**src/rtl/add_acc_pkg.sv**
```systemverilog
// Shared types and constants for the frame accumulator.
package add_acc_pkg;

  localparam int unsigned DATA_W = 32;

  localparam logic [DATA_W-1:0] SAT_MAX = 32'h7FFF_FFFF;
  localparam logic [DATA_W-1:0] SAT_MIN = 32'h8000_0000;

  typedef enum logic [1:0] {
    IDLE,
    ACC,
    HOLD
  } state_e;

endpackage

```
**src/rtl/add_accumulator_cia.sv**
```systemverilog
// 32-bit carry-increment adder: 4-bit blocks add with carry-in 0, then increment on block carry.
module add_accumulator_cia (
  input  logic [31:0] a,
  input  logic [31:0] b,
  input  logic        cin,
  output logic [31:0] sum,
  output logic        cout,
  output logic        of
);

  localparam int unsigned BlkW = 4;
  localparam int unsigned NBlk = 8;

  logic [NBlk:0] c;

  assign c[0] = cin;

  for (genvar i = 0; i < NBlk; i++) begin : g_blk
    logic [BlkW:0] s0;
    logic [BlkW:0] s1;

    assign s0 = {1'b0, a[i*BlkW +: BlkW]} + {1'b0, b[i*BlkW +: BlkW]};
    assign s1 = {1'b0, s0[BlkW-1:0]} + (BlkW+1)'(1);
    assign sum[i*BlkW +: BlkW] = c[i] ? s1[BlkW-1:0] : s0[BlkW-1:0];
    // s0 and s1 can never both carry: s0 tops out at 4'hE when its carry is set.
    assign c[i+1] = s0[BlkW] | (c[i] & s1[BlkW]);
  end

  assign cout = c[NBlk];
  assign of   = (a[31] == b[31]) && (sum[31] != a[31]);

endmodule

```
**src/rtl/add_accumulator.sv**
```systemverilog
// Frame accumulator: sums a valid/ready operand stream per in_last-delimited frame through one
// carry-increment adder, with optional signed saturation and an overflow event counter.
module add_accumulator
  import add_acc_pkg::*;
#(
  parameter int unsigned CNT_W  = 8,
  parameter bit          SAT_EN = 1'b1
) (
  input  logic              clk,
  input  logic              rst_n,
  input  logic              in_valid,
  output logic              in_ready,
  input  logic [DATA_W-1:0] in_data,
  input  logic              in_last,
  output logic              out_valid,
  input  logic              out_ready,
  output logic [DATA_W-1:0] out_sum,
  output logic [CNT_W-1:0]  out_of_cnt,
  output logic              out_sat
);

  state_e              state_q, state_d;
  logic [DATA_W-1:0]   acc_q, acc_d;
  logic [CNT_W-1:0]    of_cnt_q, of_cnt_d;
  logic                sat_q, sat_d;
  logic                out_valid_q, out_valid_d;
  logic [DATA_W-1:0]   out_sum_q, out_sum_d;
  logic [CNT_W-1:0]    out_of_cnt_q, out_of_cnt_d;
  logic                out_sat_q, out_sat_d;

  logic [DATA_W-1:0]   op_a;
  logic [DATA_W-1:0]   add_sum;
  logic                add_of;
  logic                unused_cout;
  logic                beat;
  logic [CNT_W-1:0]    base_cnt;
  logic                base_sat;

  assign in_ready = rst_n && (state_q != HOLD);
  assign beat     = in_valid && in_ready;
  assign op_a     = (state_q == IDLE) ? '0 : acc_q;
  // The first beat of a frame starts the counters fresh.
  assign base_cnt = (state_q == IDLE) ? '0 : of_cnt_q;
  assign base_sat = (state_q == IDLE) ? 1'b0 : sat_q;

  add_accumulator_cia u_adder (
    .a    (op_a),
    .b    (in_data),
    .cin  (1'b0),
    .sum  (add_sum),
    .cout (unused_cout),
    .of   (add_of)
  );

  always_comb begin
    state_d      = state_q;
    acc_d        = acc_q;
    of_cnt_d     = of_cnt_q;
    sat_d        = sat_q;
    out_valid_d  = out_valid_q;
    out_sum_d    = out_sum_q;
    out_of_cnt_d = out_of_cnt_q;
    out_sat_d    = out_sat_q;

    if (beat) begin
      acc_d    = add_sum;
      of_cnt_d = base_cnt;
      sat_d    = base_sat;
      if (add_of) begin
        if (!(&base_cnt)) of_cnt_d = base_cnt + CNT_W'(1);
        if (SAT_EN) begin
          acc_d = op_a[DATA_W-1] ? SAT_MIN : SAT_MAX;
          sat_d = 1'b1;
        end
      end
      if (in_last) begin
        state_d      = HOLD;
        out_valid_d  = 1'b1;
        out_sum_d    = acc_d;
        out_of_cnt_d = of_cnt_d;
        out_sat_d    = sat_d;
      end else begin
        state_d = ACC;
      end
    end

    if ((state_q == HOLD) && out_ready) begin
      state_d     = IDLE;
      acc_d       = '0;
      of_cnt_d    = '0;
      sat_d       = 1'b0;
      out_valid_d = 1'b0;
    end
  end

  always_ff @(posedge clk or negedge rst_n) begin
    if (!rst_n) begin
      state_q      <= IDLE;
      acc_q        <= '0;
      of_cnt_q     <= '0;
      sat_q        <= 1'b0;
      out_valid_q  <= 1'b0;
      out_sum_q    <= '0;
      out_of_cnt_q <= '0;
      out_sat_q    <= 1'b0;
    end else begin
      state_q      <= state_d;
      acc_q        <= acc_d;
      of_cnt_q     <= of_cnt_d;
      sat_q        <= sat_d;
      out_valid_q  <= out_valid_d;
      out_sum_q    <= out_sum_d;
      out_of_cnt_q <= out_of_cnt_d;
      out_sat_q    <= out_sat_d;
    end
  end

  assign out_valid  = out_valid_q;
  assign out_sum    = out_sum_q;
  assign out_of_cnt = out_of_cnt_q;
  assign out_sat    = out_sat_q;

endmodule

```
**config.mk**
```make
export PLATFORM = sky130hd
export DESIGN_NAME = add_accumulator
export DESIGN_NICKNAME = d
export VERILOG_FILES = /design/src/rtl/add_acc_pkg.sv /design/src/rtl/add_accumulator_cia.sv /design/src/rtl/add_accumulator.sv
export SDC_FILE = /design/constraint.sdc
export NUM_CORES = 1
export LEC_CHECK = 0
export BUFFER_PORTS_ARGS = -buffer_cell sky130_fd_sc_hd__buf_2
export CORE_ASPECT_RATIO = 0.9
export CORE_MARGIN = 1.5
export CORE_UTILIZATION = 29
export DETAILED_ROUTE_END_ITERATION = 6
export GPL_TIMING_DRIVEN = 0
export PLACE_DENSITY = 0.45
export SLEW_MARGIN = 25
export SYNTH_ARGS = -nofsm -noshare
export SYNTH_HDL_FRONTEND = slang
export SYNTH_HIERARCHICAL = 1
export SYNTH_SLANG_ARGS = --single-unit
```
**constraint.sdc**
```tcl
create_clock -name clk -period 6.8 [get_ports clk]
set_input_delay 1.7 -clock clk [delete_from_list [all_inputs] [get_ports clk]]
set_output_delay 1.7 -clock clk [all_outputs]
set_load 0.02 [all_outputs]
```
* After elaboration in Yosys (flattened, before gate mapping) *
Index checks and enable logic that the tools add are counted.
Widths: inputs -> output; s select.

word-level totals
  register bits = 85
  bits in latches = 0
  memory bits (writable) = 0
  ROM bits = 0
  input port bits = 37
  output and inout bits = 43
  word-level logic and storage cells = 77
  memories kept = 0

operators by class
  add/subtract/negate cells = 16
  $mul = 0
  divide/modulo/power cells = 0
  $lt $le $gt $ge = 0
  equality and inequality tests = 4
  shift-type cells = 0
  muxes and demuxes = 27
  bitwise gates (word level) = 12
  reduce and logical (&&, ||, !) cells = 10

operators with widths
  operator             number
  $mux 32              5
  $mux 8               5
  $add 4x4->5          7
  $add 4x1->5 const B  6
  $mux 4               7
  $add 8x1->8 const B  1
  $reduce_and 8->1     1
  $mux 1               7
  $and 1x1->1          6
  $mux 2               3
  $or 1x1->1           6
  $add 4x1->4 const B  1
  $add 4x4->4          1
  $logic_and 1x1->1    4
  $reduce_and 2->1     2
  $reduce_bool 2->1    2
  $eq 2x2->1 const B   1
  $logic_not 2->1      1
  $ne 2x2->1 const B   1
  $eq 1x1->1           1
  $ne 1x1->1           1

* Logic depth before layout (Yosys ltp) *
  depth after elaboration = 22
  mapped depth = 21
  depth with buffers taken out = 17

* Hierarchy *
The synthesis kept the hierarchy.

modules (own cells, without submodules)
  module               times used  cells each  area an instance (sq um)  seq. area each (sq um)
  add_accumulator      1           404         3,905.0                   2,127.0
  add_accumulator_cia  1           199         1,739.2                   0.0

* Worst setup path before layout *
OpenSTA, ideal clock, no wires.

  path kind = input -> register
  from = input port in_data[4]
  to = register of_cnt_q[6]
  setup time = 127 ps
  arrival = 5,037 ps
  data required time = 6,673 ps
  slack = 1,637 ps
  stages = 16
  path buffers = 2
  path through = ha_1 > fa_1 > ha_1 > a21boi_0 > a2111oi_0 > or4_1 > or3_4 > a21bo_1 > a21o_1 > a21oi_2 > buf_2 > and3_1 > buf_2 > nand3_1 > o31ai_1 > a21oi_1

between the ends
  word-level cells in the longest chain between the ends = 20

RTL lines
  element               line                       source
  start, declared       add_accumulator.sv:13      input logic [DATA_W-1:0] in_data,
  $add 4x4->5 *         add_accumulator_cia.sv:22  assign s0 = {1'b0, a[i*BlkW +: BlkW]} + {1'b0, b[i*BlkW +: BlkW]};
  $add 4x1->5           add_accumulator_cia.sv:23  assign s1 = {1'b0, s0[BlkW-1:0]} + (BlkW+1)'(1);
  $and 1x1->1           add_accumulator_cia.sv:26  assign c[i+1] = s0[BlkW] | (c[i] & s1[BlkW]);
  $or 1x1->1 *          add_accumulator_cia.sv:26
  $and 1x1->1 *         add_accumulator_cia.sv:26
  $or 1x1->1 *          add_accumulator_cia.sv:26
  $and 1x1->1 *         add_accumulator_cia.sv:26
  $or 1x1->1 *          add_accumulator_cia.sv:26
  (+5 left out)         -
  $or 1x1->1 *          add_accumulator_cia.sv:26
  $mux 4 *              add_accumulator_cia.sv:24  assign sum[i*BlkW +: BlkW] = c[i] ? s1[BlkW-1:0] : s0[BlkW-1:0];
  $ne 1x1->1 *          add_accumulator_cia.sv:30  assign of = (a[31] == b[31]) && (sum[31] != a[31]);
  $logic_and 1x1->1 *   add_accumulator_cia.sv:30
  via add_of            add_accumulator.sv:33      logic add_of;
  $mux 8 *              add_accumulator.sv:69      if (add_of) begin
  $mux 8 *              add_accumulator.sv:65      if (beat) begin
  $mux 8 *              add_accumulator.sv:87      if ((state_q == HOLD) && out_ready) begin
  end signal, assigned  add_accumulator.sv:109     of_cnt_q <= of_cnt_d;
  end, declared         add_accumulator.sv:24      logic [CNT_W-1:0] of_cnt_q, of_cnt_d;

Mark *: on every way through the listed nets, which the timed path passes. The rest lies on a longest branch. The select of a mux whose other input is x is not followed.
A chain may end at the register's enable or synchronous reset.

* Worst setup path after layout *
  from = input port in_data[4]
  to = register acc_q[8]

between the ends
  word-level cells in the longest chain between the ends = 20

RTL lines
  element               line                       source
  $add 4x4->5 *         add_accumulator_cia.sv:22
  $add 4x1->5           add_accumulator_cia.sv:23
  $and 1x1->1           add_accumulator_cia.sv:26
  $or 1x1->1 *          add_accumulator_cia.sv:26
  $and 1x1->1 *         add_accumulator_cia.sv:26
  $or 1x1->1 *          add_accumulator_cia.sv:26
  $and 1x1->1 *         add_accumulator_cia.sv:26
  $or 1x1->1 *          add_accumulator_cia.sv:26
  (+5 left out)         -
  $or 1x1->1 *          add_accumulator_cia.sv:26
  $mux 4 *              add_accumulator_cia.sv:24
  $ne 1x1->1 *          add_accumulator_cia.sv:30
  $logic_and 1x1->1 *   add_accumulator_cia.sv:30
  via add_of            add_accumulator.sv:33
  $mux 32 *             add_accumulator.sv:69
  $mux 32 *             add_accumulator.sv:65
  $mux 32 *             add_accumulator.sv:87
  end signal, assigned  add_accumulator.sv:99      acc_q <= '0;
  end signal, assigned  add_accumulator.sv:108     acc_q <= acc_d;
  end, declared         add_accumulator.sv:23      logic [DATA_W-1:0] acc_q, acc_d;

Marked as above.

==> reports/summary.txt <==
Sw Pwr -> 0.00137 W
Row cnt -> 48
Port bufs -> 79
Reg area -> 0.00213 mm^2
Most crowded layer after global routing -> met2
Outcome -> finished clean
Combinational power share -> 57.8%
Wire per inst -> 15.9 um
Placed instance count -> 933
Worst Path Required -> 7.01 ns
Worst skew pair latency -> 0.35 ns
ANT cells -> 0
Non-Filler Instances -> 949
Design Power -> 0.00308 W
Layout Skew -> 0.00759 ns
Crit end category -> flip-flop
M2 GR Usage -> 25.1%
ANT nets after route -> 0
Critical Path Fanout Max -> 10
CP Class -> input port to flip-flop
CP Launch Type -> input port
Initial antenna violation count -> 0
Sequential power share -> 26.1%
Count of TritonRoute iterations in the first routing pass -> 4
Area after DPL -> 0.00638 mm^2
Final wirelength -> 15,100 um
Most frequent cells in the layout -> 97 x nand2_1, 90 x buf_2, 85 x dfrtp_1
Detailed placer's ending HPWL -> 11,200 um
# setup viols final -> 0
Final min period -> 5.60 ns
Met1 usage -> 22.3%
Vias per std cell -> 4.88
Max-slew violation count -> 0
Clock-pin slew on the worst setup and hold paths -> 0.07 ns
Die H -> 135 um
Mean area per synthesized cell -> 9.39 um^2
Initial Util -> 29.4%
Global-route wire length before repair -> 24,900 um
Ports -> 80
Fmax -> 178 MHz
Die area -> 0.0202 mm^2
Total Neg Setup Slack -> 0 ns
DRC marker count from the first detailed-route iteration -> 293
Ys Warns -> 6
Final hold slack -> 0.471 ns
Synth Cell Area -> 0.00562 mm^2
Least-Margin Pin Slew -> 0.590 ns
Post_cts resized -> 0
CTS Buf Count -> 9
GRT Resource Usage Total -> 15.9%
RSZ-0062 raised after global routing -> no
Final GP Congestion -> 0.807
Leak -> 3.25 nW
# fillers -> 2,017
Clock Tree Buf Depth -> 2
Number of global-route vias before repair -> 4,735
Final Cell Area -> 0.00668 mm^2
Horiz. Die Dim -> 150 um
Max_cap viols -> 0
Pin count of the biggest net entering global routing -> 54
Area of the multi-input gates -> 0.00332 mm^2
Switching Fraction -> 44.5%
Core area -> 0.0191 mm^2
DR vias -> 4,627
Clk sinks -> 85
Met3 usage -> 3.31%
Layout cells sized above 1 -> 19.6%
Max_slew headroom -> 60.7%
Pint -> 0.00171 W
Hold Crit Class -> flip-flop to flip-flop
H-Tree Level Count -> 3
Worst VDD drop -> 192 uV
Worst EP arrival -> 5.81 ns
Remaining DRCs -> 0
Area Growth Syn to Fin -> 18.8%
Total grt overflow -> 0
Hold Buf Count CTS -> 0
Pwr dens -> 461 mW/mm^2
Fin. Hold Viols -> 0
Final cycle utilization of the critical path -> 82.4%
Clk network pwr share -> 16.1%
Cell count after synthesis -> 599
Most common cell after layout, fill and taps aside -> nand2_1
Postcts setup bufs -> 0
Reg2reg setup slack -> 1.22 ns
Fin nets -> 779
CTS tree -> done
Root Buffer -> clkbuf_16
## power by group through the flow
stage	clock network [W]	logic (W)	registers (W)
after detailed placement	0	0.00178	0.000815
final	0.000497	0.00178	0.000804
after global routing	0.000537	0.00199	0.000833
after floorplan	0	0.00120	0.000920
after CTS	0.000517	0.00179	0.000807
after global placement	0	0.00174	0.000808
## layer usage
layer  wire length [um]  up-vias
li1                   -     2293
met1               7670     2233
met2               6740       92
met3                582        9
met4                135        0
met5                  0        -
## flip-flops by register name, summed over array words and instances, names as in the netlist
register / count
acc_q: 32
of_cnt_q: 8
out_of_cnt: 8
out_sat: 1
out_sum: 32
out_valid: 1
sat_q: 1
state_q: 2
## area by class of cell
| class | instances | area share, % |
|---|---|---|
| Buffer | 29 | 2.42 |
| Inverter | 8 | 0.450 |
| Sequential cell | 85 | 31.9 |
| Clock buffer | 12 | 3.99 |
| Timing Repair Buffer | 80 | 6.43 |
| Clock inverter | 4 | 0.468 |
| Tap cell | 250 | 4.68 |
| Multi-Input combinational cell | 481 | 49.7 |
## worst paths after layout
kind / from / end / cells past startpoint
setup / recovery: in_data[4] / acc_q[8]$_DFFE_PN0N_ / 15
hold / removal: acc_q[21]$_DFFE_PN0N_ / acc_q[21]$_DFFE_PN0N_ / 2
setup reg to reg: state_q[1]$_DFFE_PN0N_ / acc_q[8]$_DFFE_PN0N_ / 18
hold reg to reg: acc_q[21]$_DFFE_PN0N_ / acc_q[21]$_DFFE_PN0N_ / 2
max in group asynchronous: rst_n / out_sum[2]$_DFFE_PN0P_ / 2
min in group asynchronous: rst_n / out_sum[26]$_DFFE_PN0P_ / 1
## worst max-delay path: stages
cell and delay [ns]:
buf_2 0.10, ha_1 0.21, fa_1 0.56, ha_1 0.29, a21boi_0 0.24, a2111oi_0 0.11
or4_1 0.62, or3_4 0.43, a21bo_1 0.20, a21o_1 0.17, a21oi_2 0.12, buf_2 0.20
buf_2 0.35, mux2i_1 0.39, o21ai_0 0.13
## stage by stage
step / worst slack (ns) / utilization, %
after global placement: 0.982 / 33.2
after floorplan: 1.64 / -
after detailed placement: 0.924 / 33.4
after CTS: 1.18 / 35.0
after global routing: 0.880 / 35.0
final: 1.20 / 35.0
Note: power is estimated with default switching activity, not from simulation.
